`src/rtl/keypad_pkg.sv`:
```
// Shared key codes, state encodings and key classification helpers for the
// keypad entry controller and its press qualifier.
package keypad_pkg;

    localparam logic [3:0] KEY_DIGIT_MIN = 4'd1;
    localparam logic [3:0] KEY_DIGIT_MAX = 4'd4;
    localparam logic [3:0] KEY_ENTER     = 4'd5;
    localparam logic [3:0] KEY_CLEAR     = 4'd6;

    typedef logic [1:0] main_state_t;
    localparam main_state_t ST_IDLE   = 2'd0;
    localparam main_state_t ST_ENTRY  = 2'd1;
    localparam main_state_t ST_SUBMIT = 2'd2;

    typedef logic [0:0] qual_state_t;
    localparam qual_state_t QS_ARMED   = 1'b0;
    localparam qual_state_t QS_RELEASE = 1'b1;

    function automatic logic is_digit(input logic [3:0] code);
        return (code >= KEY_DIGIT_MIN) && (code <= KEY_DIGIT_MAX);
    endfunction

    // Codes 0 (multi-key) and 7..15 never count as a press.
    function automatic logic is_key(input logic [3:0] code);
        return (code >= KEY_DIGIT_MIN) && (code <= KEY_CLEAR);
    endfunction

endpackage

```
`src/rtl/key_qualifier.sv`:
```
// Debounces the decoder's key_down/key_code pair and emits exactly one
// key_evt per physical press, then waits for a stable release.
module key_qualifier
    import keypad_pkg::*;
#(
    parameter int DEBOUNCE_CYCLES = 1000000
) (
    input  logic       clk,
    input  logic       rst_n,
    input  logic       key_down,
    input  logic [3:0] key_code,
    output logic       key_evt,
    output logic [3:0] evt_code
);

    localparam int CNT_W = (DEBOUNCE_CYCLES > 1) ? $clog2(DEBOUNCE_CYCLES) : 1;
    localparam logic [CNT_W-1:0] CNT_LAST = CNT_W'(DEBOUNCE_CYCLES - 1);

    qual_state_t      state;
    logic [CNT_W-1:0] cnt;
    logic [3:0]       prev_code;
    logic             press_stable;

    // A press only accumulates while the same valid code is seen on
    // consecutive cycles; any change restarts the debounce window.
    assign press_stable = key_down && is_key(key_code) && (key_code == prev_code);

    always_ff @(posedge clk or negedge rst_n) begin
        if (!rst_n) begin
            state     <= QS_ARMED;
            cnt       <= '0;
            prev_code <= '0;
            key_evt   <= 1'b0;
            evt_code  <= '0;
        end else begin
            // NOTE: sequential state uses non-blocking assignments so every
            // register samples pre-edge values regardless of statement order.
            prev_code <= key_code;
            key_evt   <= 1'b0;
            case (state)
                QS_ARMED: begin
                    if (!press_stable) begin
                        cnt <= '0;
                    end else if (cnt == CNT_LAST) begin
                        key_evt  <= 1'b1;
                        evt_code <= key_code;
                        cnt      <= '0;
                        state    <= QS_RELEASE;
                    end else begin
                        cnt <= cnt + CNT_W'(1);
                    end
                end
                QS_RELEASE: begin
                    if (key_down) begin
                        cnt <= '0;
                    end else if (cnt == CNT_LAST) begin
                        cnt   <= '0;
                        state <= QS_ARMED;
                    end else begin
                        cnt <= cnt + CNT_W'(1);
                    end
                end
                default: begin
                    cnt   <= '0;
                    state <= QS_ARMED;
                end
            endcase
        end
    end

endmodule

```
`src/rtl/keypad_entry_ctrl.sv`:
```
// Collects a CODE_LEN-digit code from qualified key presses and hands it to
// the parking FSM over a valid/ready handshake, with clear, error and timeout.
module keypad_entry_ctrl
    import keypad_pkg::*;
#(
    parameter int CODE_LEN        = 4,
    parameter int DEBOUNCE_CYCLES = 1000000,
    parameter int TIMEOUT_CYCLES  = 500000000
) (
    input  logic                  clk,
    input  logic                  rst_n,
    input  logic                  key_down,
    input  logic [3:0]            key_code,
    output logic                  cmd_valid,
    input  logic                  cmd_ready,
    output logic [4*CODE_LEN-1:0] cmd_code,
    output logic [2:0]            digit_count,
    output logic                  busy,
    output logic                  err_pulse,
    output logic                  timeout_pulse
);

    localparam int CODE_W = 4 * CODE_LEN;
    localparam logic [2:0] FULL_COUNT = 3'(CODE_LEN);
    localparam int IDLE_W = (TIMEOUT_CYCLES > 1) ? $clog2(TIMEOUT_CYCLES) : 1;
    localparam logic [IDLE_W-1:0] IDLE_LAST = IDLE_W'(TIMEOUT_CYCLES - 1);

    logic              key_evt;
    logic [3:0]        evt_code;
    main_state_t       state;
    logic [IDLE_W-1:0] idle_cnt;
    logic [CODE_W-1:0] code_shifted;
    logic              evt_digit;
    logic              evt_enter;
    logic              evt_clear;

    key_qualifier #(
        .DEBOUNCE_CYCLES(DEBOUNCE_CYCLES)
    ) u_key_qualifier (
        .clk     (clk),
        .rst_n   (rst_n),
        .key_down(key_down),
        .key_code(key_code),
        .key_evt (key_evt),
        .evt_code(evt_code)
    );

    // New digit enters at the LS nibble so the first digit ends up MS-most.
    assign code_shifted = CODE_W'(cmd_code << 4) | CODE_W'(evt_code);

    assign evt_digit = key_evt && is_digit(evt_code);
    assign evt_enter = key_evt && (evt_code == KEY_ENTER);
    assign evt_clear = key_evt && (evt_code == KEY_CLEAR);

    assign busy = (state == ST_ENTRY) || (state == ST_SUBMIT);

    always_ff @(posedge clk or negedge rst_n) begin
        if (!rst_n) begin
            state         <= ST_IDLE;
            idle_cnt      <= '0;
            cmd_valid     <= 1'b0;
            cmd_code      <= '0;
            digit_count   <= '0;
            err_pulse     <= 1'b0;
            timeout_pulse <= 1'b0;
        end else begin
            err_pulse     <= 1'b0;
            timeout_pulse <= 1'b0;
            case (state)
                ST_IDLE: begin
                    idle_cnt <= '0;
                    if (evt_digit) begin
                        cmd_code    <= code_shifted;
                        digit_count <= 3'd1;
                        state       <= ST_ENTRY;
                    end
                end
                ST_ENTRY: begin
                    if (key_evt) begin
                        idle_cnt <= '0;
                        if (evt_digit) begin
                            if (digit_count < FULL_COUNT) begin
                                cmd_code    <= code_shifted;
                                digit_count <= digit_count + 3'd1;
                            end else begin
                                err_pulse <= 1'b1;
                            end
                        end else if (evt_enter) begin
                            if (digit_count == FULL_COUNT) begin
                                cmd_valid <= 1'b1;
                                state     <= ST_SUBMIT;
                            end else begin
                                err_pulse <= 1'b1;
                            end
                        end else if (evt_clear) begin
                            cmd_code    <= '0;
                            digit_count <= '0;
                            state       <= ST_IDLE;
                        end
                    end else if (idle_cnt == IDLE_LAST) begin
                        timeout_pulse <= 1'b1;
                        idle_cnt      <= '0;
                        cmd_code      <= '0;
                        digit_count   <= '0;
                        state         <= ST_IDLE;
                    end else begin
                        idle_cnt <= idle_cnt + IDLE_W'(1);
                    end
                end
                ST_SUBMIT: begin
                    // Key events are dropped here; only the handshake moves on.
                    idle_cnt <= '0;
                    if (cmd_ready) begin
                        cmd_valid   <= 1'b0;
                        cmd_code    <= '0;
                        digit_count <= '0;
                        state       <= ST_IDLE;
                    end
                end
                default: begin
                    idle_cnt    <= '0;
                    cmd_valid   <= 1'b0;
                    cmd_code    <= '0;
                    digit_count <= '0;
                    state       <= ST_IDLE;
                end
            endcase
        end
    end

endmodule

```
`config.mk`:
```
export PLATFORM = sky130hd
export DESIGN_NAME = keypad_entry_ctrl
export DESIGN_NICKNAME = d
export VERILOG_FILES = /design/src/rtl/keypad_pkg.sv /design/src/rtl/key_qualifier.sv /design/src/rtl/keypad_entry_ctrl.sv
export SDC_FILE = /design/constraint.sdc
export NUM_CORES = 1
export LEC_CHECK = 0
export ABC_AREA = 1
export ABC_CLOCK_PERIOD_IN_PS = 2300
export BUFFER_PORTS_ARGS = -buffer_cell sky130_fd_sc_hd__buf_4
export CAP_MARGIN = 20
export CORE_AREA = 3 3 105 107
export CTS_CLUSTER_SIZE = 12
export DETAILED_ROUTE_END_ITERATION = 7
export DIE_AREA = 0 0 108 110
export GPL_TIMING_DRIVEN = 1
export SLEW_MARGIN = 20
export SYNTH_ARGS = -nofsm -noshare
export SYNTH_HDL_FRONTEND = slang
export SYNTH_HIERARCHICAL = 1
export SYNTH_SLANG_ARGS = --single-unit
```
`constraint.sdc`:
```
create_clock -name clk -period 2.3 [get_ports clk]
set_input_delay 0.46 -clock clk [delete_from_list [all_inputs] [get_ports clk]]
set_output_delay 0.46 -clock clk [all_outputs]
set_load 0.02 [all_outputs]
```
-- Word-level counts from Yosys, hierarchy flattened
Cells that the tools add are included.
- $add $sub $neg: 3
- multiply operators: 0
- div/mod/pow operators: 0
- order comparisons: 5
- eq/ne operators: 21
- shifts and indexed selects: 0
- mux-type cells: 55
- bitwise operators: 3
- reductions and logical operators: 13
- operators with widths (kind ; count):
    $mux 16 ; 8
    $mux 29 ; 3
    $mux 20 ; 3
    $pmux 16 s3 ; 1
    $pmux 20 s2 ; 1
    $add 29x1->29 const B ; 1
    $eq 29x29->1 const B ; 1
    $mux 3 ; 8
    $add 20x1->20 const B ; 1
    $eq 20x20->1 const B ; 1
    $ne 4x4->1 const B ; 5
    $mux 1 ; 19
    $reduce_and 6->1 ; 3
    $mux 2 ; 8
    $or 16x4->16 ; 1
    $pmux 3 s3 ; 1
    $eq 4x3->1 const B ; 2
    $ge 4x1->1 const B ; 2
    $le 4x3->1 const B ; 2
    $ne 2x2->1 const B ; 4
    $logic_and 1x1->1 ; 7
    $pmux 2 s3 ; 1
    $eq 4x4->1 ; 1
    $ne 2x1->1 const B ; 2
    13 further kinds ; 14
- register bits after elaboration: 83
- latch bits: 0
- memory bits (writable): 0
- memory bits (read-only): 0
- bits of input ports: 8
- output and inout port bits: 23
- memories kept: 0

-- Depth between registers and ports, before layout
Gate-level depths: netlist of run 1.
- depth after elaboration: 7
- mapped depth: 12

-- By module
The synthesis of run 1 kept the hierarchy.
- by module, submodules not included (module ; instances ; cells an instance ; area each (um^2) ; seq. area each (um^2)):
    keypad_entry_ctrl ; 1 ; 412 ; 3062.9 ; 1326.3
    key_qualifier ; 1 ; 177 ; 1503.9 ; 750.7

-- Worst setup path after synthesis of run 1
OpenSTA, ideal clock, no wires.
- path type: reg2reg
- start: register idle_cnt[0]
- end: register cmd_code[10]
- setup time: 117 ps
- arrival: 1497 ps
- data required time: 2183 ps
- path slack: 685 ps
- stages on the path, launching flop included: 12
- buffers on the path: 1
- period minus slack after synthesis: 1615 ps
- cells stage by stage: dfrtp_1 ha_1 nand3_1 inv_2 nand2_2 nor2_4 nand2_4 a21oi_4 nand2_4 buf_6 nand2_1 nand2_1
- word-level cells in the longest chain between the ends: 3
- RTL lines (element ; RTL line ; text):
    from (decl) ; keypad_entry_ctrl.sv:31 ; logic [IDLE_W-1:0] idle_cnt;
    from (signal assigned) ; keypad_entry_ctrl.sv:107 ; idle_cnt <= idle_cnt + IDLE_W'(1);
    $eq 29x29->1 ; keypad_entry_ctrl.sv:100 ; end else if (idle_cnt == IDLE_LAST) begin
    $ne 3x1->1 (no line) ; -- ;
    $reduce_and 6->1 (no line) ; -- ;
    to (signal assigned) ; keypad_entry_ctrl.sv:73 ; cmd_code <= code_shifted;
    to (signal assigned) ; keypad_entry_ctrl.sv:83 ; cmd_code <= code_shifted;
    to (decl) ; keypad_entry_ctrl.sv:16 ; output logic [4*CODE_LEN-1:0] cmd_code,
No other way between the ends.
A chain may end at the register's enable or synchronous reset.

==> impl_metrics.env, run 1 <==
export IMPL_cts_buffers=9
export IMPL_sequentialPowerShare=0.434
export IMPL_pwr_share_clk=0.355
export IMPL_hold_path_class="in -> reg"
export IMPL_synthArstFlopShare=1.00
export IMPL_clkTransAtPathRegs_ps=90
export IMPL_ctsRootBufferMaster="clkbuf_8"
export IMPL_status="finished clean"
export IMPL_coreArea_um2=10200
export IMPL_cts_setup_buffers=0
export IMPL_crit_family="simple AND/OR/NAND/NOR gates"
export IMPL_grt_pass1_vias=3737
export IMPL_clkSinkCount=83
export IMPL_reg2reg_slack_ps=240
export IMPL_max_freq_ghz=0.485
export IMPL_grt_pass1_wl_mm=17.1
export IMPL_switchingPower_uw=1120
export IMPL_antenna_found_initial=0
export IMPL_finalClockSkew_ps=7.46
export IMPL_cts_tree="built"
export IMPL_nNetsFinal=641
export IMPL_netlist_instances=589
export IMPL_wl_per_cell_um=12.4
export IMPL_rows=37
export IMPL_die_h_um=110
export IMPL_synthTopCellsByArea="dfrtp_1 (45%), nand2_1 (13%), nor2_1 (7.9%), inv_1 (5.1%), nand3_1 (4.1%)"
export IMPL_ys_seq_elements=83
export IMPL_num_vias=3750
export IMPL_final_core_util=0.508
export IMPL_drt_antenna_violating_nets=0
export IMPL_vias_per_cell=4.89
export IMPL_start_util=0.446
export IMPL_p_comb_frac=0.211
export IMPL_regToRegStartpoint="state[1]"
export IMPL_yosys_area_top_type="dfrtp_1"
export IMPL_setup_viol=0
export IMPL_period_needed_ps=2060
export IMPL_ys_types=37
export IMPL_period_share=0.897
export IMPL_path_cells="inv_1 > ha_1 > inv_1 > nor2_1 > nand2_4 > inv_1 > o21ai_0 > nor2_1"
export IMPL_die_x_um=108
export IMPL_grt_usage=0.181
export IMPL_ys_warn_count=6
export IMPL_r2r_end="idle_cnt[24]"
export IMPL_overflow=0
export IMPL_insertedDiodeCount=0
export IMPL_synth_ff_type="dfrtp_1"
export IMPL_p_int_uw=2510
export IMPL_synth_edff_count=0
export IMPL_netlist_area_leader_share=0.455
export IMPL_dpl_hpwl_mm=6.82
export IMPL_max_cap_viol_count=0
export IMPL_slowest_stage="dfrtp_1"
export IMPL_path_buf_inv=3
export IMPL_syn_area_um2=4570
export IMPL_area_growth_pct=13.8
export IMPL_dr_pass1_iters=6
export IMPL_synth_net_count=604
export IMPL_powerDensity_nw_per_um2=700
export IMPL_hold_path_end="u_key_qualifier/prev_code[3]"
export IMPL_tightest_slew_ps=476
export IMPL_crit_fanout=16
export IMPL_rr_worst_depth=8
export IMPL_drt_iter0_markers=253
export IMPL_drv_slew=0
export IMPL_cts_root_to_sink_buffers=2
export IMPL_p_leak_uw=0.00239
export IMPL_grt_start_max_net_pins=46
export IMPL_syn_area_per_cell_um2=7.75
export IMPL_switching_share=0.308
export IMPL_cp_arrival_ps=2350
export IMPL_setup_tns_ps=0
export IMPL_end_kind="register"
export IMPL_required_ps=2590
export IMPL_cts_resized_gates=0
export IMPL_worst_setup_path_start_kind="register"
export IMPL_holdPathStages=1
export IMPL_drive_gt1_frac=0.124
export IMPL_io_buffers=30
export IMPL_maxSlewHeadroom=0.680
export IMPL_clkLatencyLatePin_ps=360
export IMPL_ir_drop_mv=0.531
export IMPL_yosysSeqAreaShare=0.455
export IMPL_place_gp_congestion=0.886
export IMPL_min_from="key_code[3]"
export IMPL_die_area_um2=11900
export IMPL_worstSetupPathType="reg -> reg"
export IMPL_crit_path_frequent_cell="inv_1"
export IMPL_wl_mm=9.48
export IMPL_htree_levels=3
export IMPL_rsz0062_at_grt="no"
export IMPL_drc=0
export IMPL_cp_slowest_stage_delay_ps=400
export IMPL_hold_viol=0
export IMPL_num_io_pins=31
[how the worst max path moves through the flow]
stage,end,depth (start not counted),slack [ps],from
after floorplan,cmd_code[10],11,690,idle_cnt[0]
after global placement,idle_cnt[11],8,280,state[1]
after detailed placement,idle_cnt[13],8,220,state[1]
after CTS,idle_cnt[14],8,210,state[1]
after global routing,idle_cnt[24],8,20,state[1]
final,idle_cnt[24],8,240,state[1]
[kinds of logic (layout without fill, tap and decap cells)]
group           Yosys count  count (layout)  share of synthesized area
flops                    83              83                      0.455
fa+ha+maj                 7               7                     0.0192
buf+inv                  73             115                     0.0671
simple gates            349             349                      0.346
xor+xnor                 21              21                     0.0403
compound gates           56              56                     0.0726
[power by group through the flow]
stage / combinational, uW / clock (uW) / sequential (uW)
floorplan: 562 / 0 / 1630
global placement: 768 / 0 / 1600
detailed placement: 785 / 0 / 1610
CTS: 790 / 1350 / 1580
global route: 886 / 1410 / 1590
finish: 768 / 1290 / 1580
[timing repair]
action,4_1_cts,5_1_grt
endpoints found under the hold margin,19,0
hold buffers,1,0
setup endpoints to repair,0,0
[synth_stat cells (3+ instances only)]
master	number
nor4_1	3
nor3_1	14
inv_1	62
dfrtp_1	83
ha_1	7
nand2_1	158
inv_2	3
nor2_1	96
o21ai_0	14
nand4_1	12
nand3_1	37
nand2_4	6
xnor2_1	9
xor2_1	12
nor2_4	5
a21oi_1	23
a21boi_0	12
nand2_2	4
nor2_2	5
[metrics by stage]
stage / cells / area [um^2] / setup WS (ps) / power [uW] / hold WS [ps]
floorplan: 589 / 4570 / 685 / 2200 / 164
global placement: 750 / 4930 / 280 / 2370 / 380
detailed placement: 750 / 4930 / 218 / 2390 / 377
CTS: 767 / 5190 / 214 / 3710 / 187
global route: 767 / 5190 / 23.6 / 3880 / 183
finish: 767 / 5190 / 238 / 3640 / 212
[registers in the layout (all words and copies together), names as in the netlist, 2 cells and up]
register / count
idle_cnt: 29
u_key_qualifier/cnt: 20
cmd_code: 16
u_key_qualifier/evt_code: 4
u_key_qualifier/prev_code: 4
digit_count: 3
state: 2
[metal layers]
layer,routed length [um],track usage,up-vias
met2,4510,0.298,64
met3,379,0.0437,9
met4,115,0.0577,0
met1,4470,0.236,1741
met5,0,0,-
li1,-,-,1936
[worst reg2reg max path: cells and delay by family (launching register included)]
kind | cells | cell delay [ps]
AND/OR/NAND/NOR | 3 | 650
buffers and inverters | 3 | 580
flip-flops | 1 | 400
AO/OA/AOI/OAI | 1 | 190
adder cells (fa/ha/maj) | 1 | 180
[layout by cell type, fill, tap and decap left out, drive strengths merged]
master,instances
a31oi,2
o31ai,1
nor4,3
o21ai,15
nand3,39
bufinv,3
dlygate4sd3,1
nand4,12
nor3,15
and2,1
clkinv,3
nor2,107
a21boi,12
inv,65
xor2,12
xnor2,9
o21a,2
a21oi,24
or2,1
nand2,168
nand3b,2
clkbuf,10
nor2b,1
ha,7
buf,33
dfrtp,83
[cell type report]
cell class	instances	area, um^2
Fill cell	986	5040
Multi-Input combinational cell	433	2180
Timing Repair Buffer	34	270
Tap cell	136	170
Sequential cell	83	2080
Inverter	65	244
Clock buffer	10	138
Clock inverter	6	113
No activity file was read; power rests on OpenSTA's default activity.
==> inputs of run 2 (changes only) <==
--- a/config.mk
+++ b/config.mk
@@ -13,7 +13,7 @@
 export CTS_CLUSTER_SIZE = 12
 export DETAILED_ROUTE_END_ITERATION = 7
 export DIE_AREA = 0 0 108 110
-export GPL_TIMING_DRIVEN = 1
+export GPL_TIMING_DRIVEN = 0
 export SLEW_MARGIN = 20
 export SYNTH_ARGS = -nofsm -noshare
 export SYNTH_HDL_FRONTEND = slang
==> run 2 against run 1 <==
  * Clock skew decreased by 2.5 ps
  * Count of clock-buffer cells in the layout fell by 1
  * Cell count increased by 0.52%
  * Cell area is 0.53% lower
  * Setup slack gained 64 ps
  * Critical path type unchanged
  * Core utilization down 0.27 points
  * Wire length rose by 0.22%
  * Critical path depth is 1 higher
  * Combinational power increased by 11%
  * Clock power fell by 16%
==> impl_metrics.env, run 2 (synthesis gave the netlist of run 1 again) <==
export IMPL_area_growth_pct=13.2
export IMPL_slowest_stage="dfrtp_1"
export IMPL_drc=0
export IMPL_p_leak_uw=0.00237
export IMPL_ir_drop_mv=0.356
export IMPL_setup_viol=0
export IMPL_wl_per_cell_um=12.3
export IMPL_crit_path_frequent_cell="inv_1"
export IMPL_grt_start_max_net_pins=84
export IMPL_holdWs_ps=133
export IMPL_cts_buffers=9
export IMPL_max_cap_viol_count=0
export IMPL_drt_iter0_markers=197
export IMPL_antenna_found_initial=0
export IMPL_hold_path_class="in -> async"
export IMPL_path_cells="inv_1 > ha_1 > inv_1 > nor2_1 > nand2_4 > inv_1 > buf_4 > nand2_1 > a21oi_1"
export IMPL_io_buffers=30
export IMPL_layout_commonest_cell="nand2_1"
export IMPL_ctsRootBufferMaster="clkbuf_8"
export IMPL_die_h_um=110
export IMPL_worstSetupPathType="reg -> reg"
export IMPL_ctsHoldBuffers=0
export IMPL_grt_pass1_wl_mm=16.7
export IMPL_crit_family="buffers and inverters"
export IMPL_largest_register_ffs=29
export IMPL_drt_antenna_violating_nets=0
export IMPL_powerDensity_nw_per_um2=679
export IMPL_drv_slew=0
export IMPL_cts_resized_gates=0
export IMPL_clkTransAtPathRegs_ps=90
export IMPL_wl_mm=9.50
export IMPL_max_freq_ghz=0.500
export IMPL_status="finished clean"
export IMPL_final_core_util=0.505
export IMPL_final_cell_mix="nand2_1 (158), nor2_1 (96), dfrtp_1 (83)"
export IMPL_die_area_um2=11900
export IMPL_coreArea_um2=10200
export IMPL_htree_levels=3
export IMPL_worst_setup_path_start_kind="register"
export IMPL_tightest_slew_ps=768
export IMPL_period_share=0.869
export IMPL_clkSinkCount=83
export IMPL_period_needed_ps=2000
export IMPL_dr_pass1_iters=6
export IMPL_cts_root_to_sink_buffers=2
export IMPL_rows=37
export IMPL_dp_slack_ps=289
export IMPL_setup_tns_ps=0
export IMPL_vias_per_cell=4.91
export IMPL_cts_setup_buffers=0
export IMPL_fin_area_um2=5170
export IMPL_dpl_cell_area_um2=4960
export IMPL_grt_pass1_vias=3670
export IMPL_maxSlewHeadroom=0.488
export IMPL_start_util=0.446
export IMPL_hold_viol=0
export IMPL_dpl_hpwl_mm=6.78
export IMPL_place_gp_congestion=0.885
export IMPL_top_register="idle_cnt"
export IMPL_clkLatencyLatePin_ps=360
export IMPL_die_x_um=108
export IMPL_grt_usage=0.177
export IMPL_path_buf_inv=4
export IMPL_overflow=0
export IMPL_cp_slowest_stage_delay_ps=410
export IMPL_cts_tree="built"
export IMPL_nNetsFinal=645
export IMPL_setup_slack_ps=302
export IMPL_drive_gt1_frac=0.128
export IMPL_cp_arrival_ps=2290
export IMPL_required_ps=2590
export IMPL_insertedDiodeCount=0
export IMPL_finalClockSkew_ps=4.98
export IMPL_crit_fanout=10
export IMPL_rsz0062_at_grt="no"
export IMPL_num_vias=3785
export IMPL_end_kind="register"
export IMPL_reg2reg_slack_ps=300
export IMPL_largestRegisters="idle_cnt x29, u_key_qualifier/cnt x20, cmd_code x16"
export IMPL_num_io_pins=31
[run 2: worst paths after layout]
kind | start | cells after the start | end
worst max-delay path | state[1] | 9 | idle_cnt[12]
worst min-delay path | rst_n | 1 | idle_cnt[3]
worst max register to register | state[1] | 9 | idle_cnt[12]
worst min register to register | idle_cnt[0] | 1 | idle_cnt[0]
max in group asynchronous | rst_n | 1 | u_key_qualifier/state
min in group clk | key_code[3] | 1 | u_key_qualifier/prev_code[3]
[run 2: final cells by class]
type,count,area [um^2]
Clock buffer,9,124
Fill cell,1014,5060
Multi-Input combinational cell,433,2180
Inverter,65,244
Buffer,8,62.6
Sequential cell,83,2080
Clock inverter,7,77.6
Timing Repair Buffer,30,229
Tap cell,136,170
[run 2: layer usage]
layer  share of wire  global-route usage  wire (um)
met2            0.48               0.290       4530
met5               0                   0          0
met1            0.48               0.229       4520
met3           0.028              0.0320        270
met4           0.019              0.0794        182
[run 2: per-stage QoR]
stage | cells | power, uW
after floorplan | 589 | 2200
after global placement | 755 | 2460
after detailed placement | 755 | 2480
after CTS | 771 | 3570
after global routing | 771 | 3730
final | 771 | 3510
[run 2: power by group]
group | leakage [uW] | switching (uW) | internal [uW]
logic | 0.00114 | 566 | 289
registers | 0.00114 | 51.1 | 1520
clock network | 0.0000998 | 569 | 509
[run 2: worst register-to-register path: stages, from the launching register on]
cell and delay [ps]:
dfrtp_1 410, inv_1 80, ha_1 190, inv_1 110
nor2_1 350, nand2_4 130, inv_1 220, buf_4 240
nand2_1 70, a21oi_1 130
==> inputs of run 3 (changes only) <==
--- a/config.mk
+++ b/config.mk
@@ -9,11 +9,13 @@
 export ABC_CLOCK_PERIOD_IN_PS = 2300
 export BUFFER_PORTS_ARGS = -buffer_cell sky130_fd_sc_hd__buf_4
 export CAP_MARGIN = 20
-export CORE_AREA = 3 3 105 107
+export CORE_AREA = 3 3 96 117
+export CTS_CLUSTER_DIAMETER = 150
 export CTS_CLUSTER_SIZE = 12
 export DETAILED_ROUTE_END_ITERATION = 7
-export DIE_AREA = 0 0 108 110
+export DIE_AREA = 0 0 99 120
 export GPL_TIMING_DRIVEN = 0
+export PLACE_DENSITY_LB_ADDON = 0.3
 export SLEW_MARGIN = 20
 export SYNTH_ARGS = -nofsm -noshare
 export SYNTH_HDL_FRONTEND = slang
==> run 3 against run 2 <==
  * Largest power group unchanged
  * Sequential share of layout area fell by 0.66 points
  * Cell area rose by 1.7%
  * Register-to-register slack improved by 30 ps
  * Critical path type unchanged
  * Largest cell class unchanged
  * Non-clock buffer count did not move
  * Cell count fell by 0.91%
  * Setup slack improved by 30 ps
==> impl_metrics.env, run 3 (synthesis gave the netlist of run 1 again) <==
export IMPL_status="finished clean"
export IMPL_dpl_hpwl_mm=6.86
export IMPL_area_growth_pct=15.0
export IMPL_cts_root_to_sink_buffers=2
export IMPL_die_h_um=120
export IMPL_dr_pass1_iters=7
export IMPL_regToRegStartpoint="state[1]"
export IMPL_io_buffers=30
export IMPL_clkSinkCount=83
export IMPL_rsz0062_at_grt="no"
export IMPL_clkLatencyLatePin_ps=340
export IMPL_fin_area_um2=5250
export IMPL_finalClockSkew_ps=7.13
export IMPL_die_x_um=99
export IMPL_grt_start_max_net_pins=84
export IMPL_grt_pass1_wl_mm=16.6
export IMPL_overflow=0
export IMPL_largest_register_ffs=29
export IMPL_drc=0
export IMPL_largestRegisters="idle_cnt x29, u_key_qualifier/cnt x20, cmd_code x16"
export IMPL_max_freq_ghz=0.508
export IMPL_hold_path_class="in -> async"
export IMPL_htree_levels=3
export IMPL_insertedDiodeCount=0
export IMPL_clkTransAtPathRegs_ps=60
export IMPL_start_util=0.443
export IMPL_period_share=0.856
export IMPL_rr_worst_depth=9
export IMPL_ir_drop_mv=0.440
export IMPL_cts_resized_gates=0
export IMPL_end_kind="register"
export IMPL_drv_slew=0
export IMPL_cts_tree="built"
export IMPL_worstSetupPathType="reg -> reg"
export IMPL_num_vias=3856
export IMPL_grt_pass1_vias=3737
export IMPL_rows=41
export IMPL_wl_per_cell_um=12.4
export IMPL_ctsHoldBuffers=0
export IMPL_dpl_cell_area_um2=4950
export IMPL_p_leak_uw=0.00241
export IMPL_die_area_um2=11900
export IMPL_setup_tns_ps=0
export IMPL_drt_antenna_violating_nets=0
export IMPL_cts_setup_buffers=0
export IMPL_final_cell_mix="nand2_1 (158), nor2_1 (96), dfrtp_1 (83)"
export IMPL_drive_gt1_frac=0.124
export IMPL_ctsRootBufferMaster="clkbuf_16"
export IMPL_layout_commonest_cell="nand2_1"
export IMPL_maxSlewHeadroom=0.504
export IMPL_final_core_util=0.510
export IMPL_wl_mm=9.48
export IMPL_required_ps=2560
export IMPL_nNetsFinal=645
export IMPL_r2r_end="idle_cnt[12]"
export IMPL_vias_per_cell=5.05
export IMPL_hold_viol=0
export IMPL_antenna_found_initial=0
export IMPL_cp_arrival_ps=2230
export IMPL_drt_iter0_markers=209
export IMPL_powerDensity_nw_per_um2=734
export IMPL_reg2reg_slack_ps=330
export IMPL_place_gp_congestion=0.885
export IMPL_coreArea_um2=10300
export IMPL_top_register="idle_cnt"
export IMPL_setup_viol=0
export IMPL_cts_buffers=9
export IMPL_period_needed_ps=1970
export IMPL_worst_setup_path_start_kind="register"
export IMPL_tightest_slew_ps=744
export IMPL_grt_usage=0.170
export IMPL_max_cap_viol_count=0
export IMPL_num_io_pins=31
export IMPL_crit_fanout=10
[run 3: cell types whose count changed in the layout (fill, tap and decap cells not counted), sizes merged]
cell | before | now
inv | 66 | 65
clkinv | 4 | 1
clkbuf | 11 | 14
clkinvlp | 1 | 2
[run 3: power by group]
| part | internal [uW] | switching, uW |
|---|---|---|
| registers | 1530 | 52.2 |
| logic | 290 | 558 |
| clock network | 869 | 562 |
| total | 2690 | 1170 |
[run 3: critical path, stage by stage, from the launching register on]
cell and delay, ps:
dfrtp_1 390, inv_1 80, ha_1 200, inv_1 110, nor2_1 340, nand2_4 130
inv_1 200, buf_4 230, nand2_1 70, a21oi_1 130
[run 3: metrics by stage]
step                      worst slack, ps  power, uW  instances  hold WS (ps)
after floorplan                       685       2200        589           164
after CTS                             330       3910        764           229
after detailed placement              339       2460        748           461
final                                 332       3860        764           173
after global routing                  164       4070        764           236
after global placement                364       2450        748           447
[run 3: area by class of cell]
type | count | area [um^2]
repair buffers | 30 | 229
clock buffers | 12 | 246
clock inverters | 4 | 50.0
inverters | 65 | 244
fillers | 971 | 5060
well taps | 129 | 161
plain buffers | 8 | 62.6
multi-input cells | 433 | 2180
flip-flops and latches | 83 | 2080
[run 3: layer usage]
metal  track usage  share of wire
met1         0.205           0.45
met2         0.289           0.48
met3        0.0326          0.034
met4        0.0845          0.030
met5             0              0
[run 3: worst max path at each step]
stage	startpoint	to	slack (ps)	cells past startpoint
after floorplan	idle_cnt[0]	cmd_code[10]	690	11
after global placement	state[1]	idle_cnt[12]	360	9
after detailed placement	state[1]	idle_cnt[12]	340	9
after CTS	state[1]	idle_cnt[12]	330	9
after global routing	state[1]	cmd_code[11]	160	9
final	state[1]	idle_cnt[12]	330	9
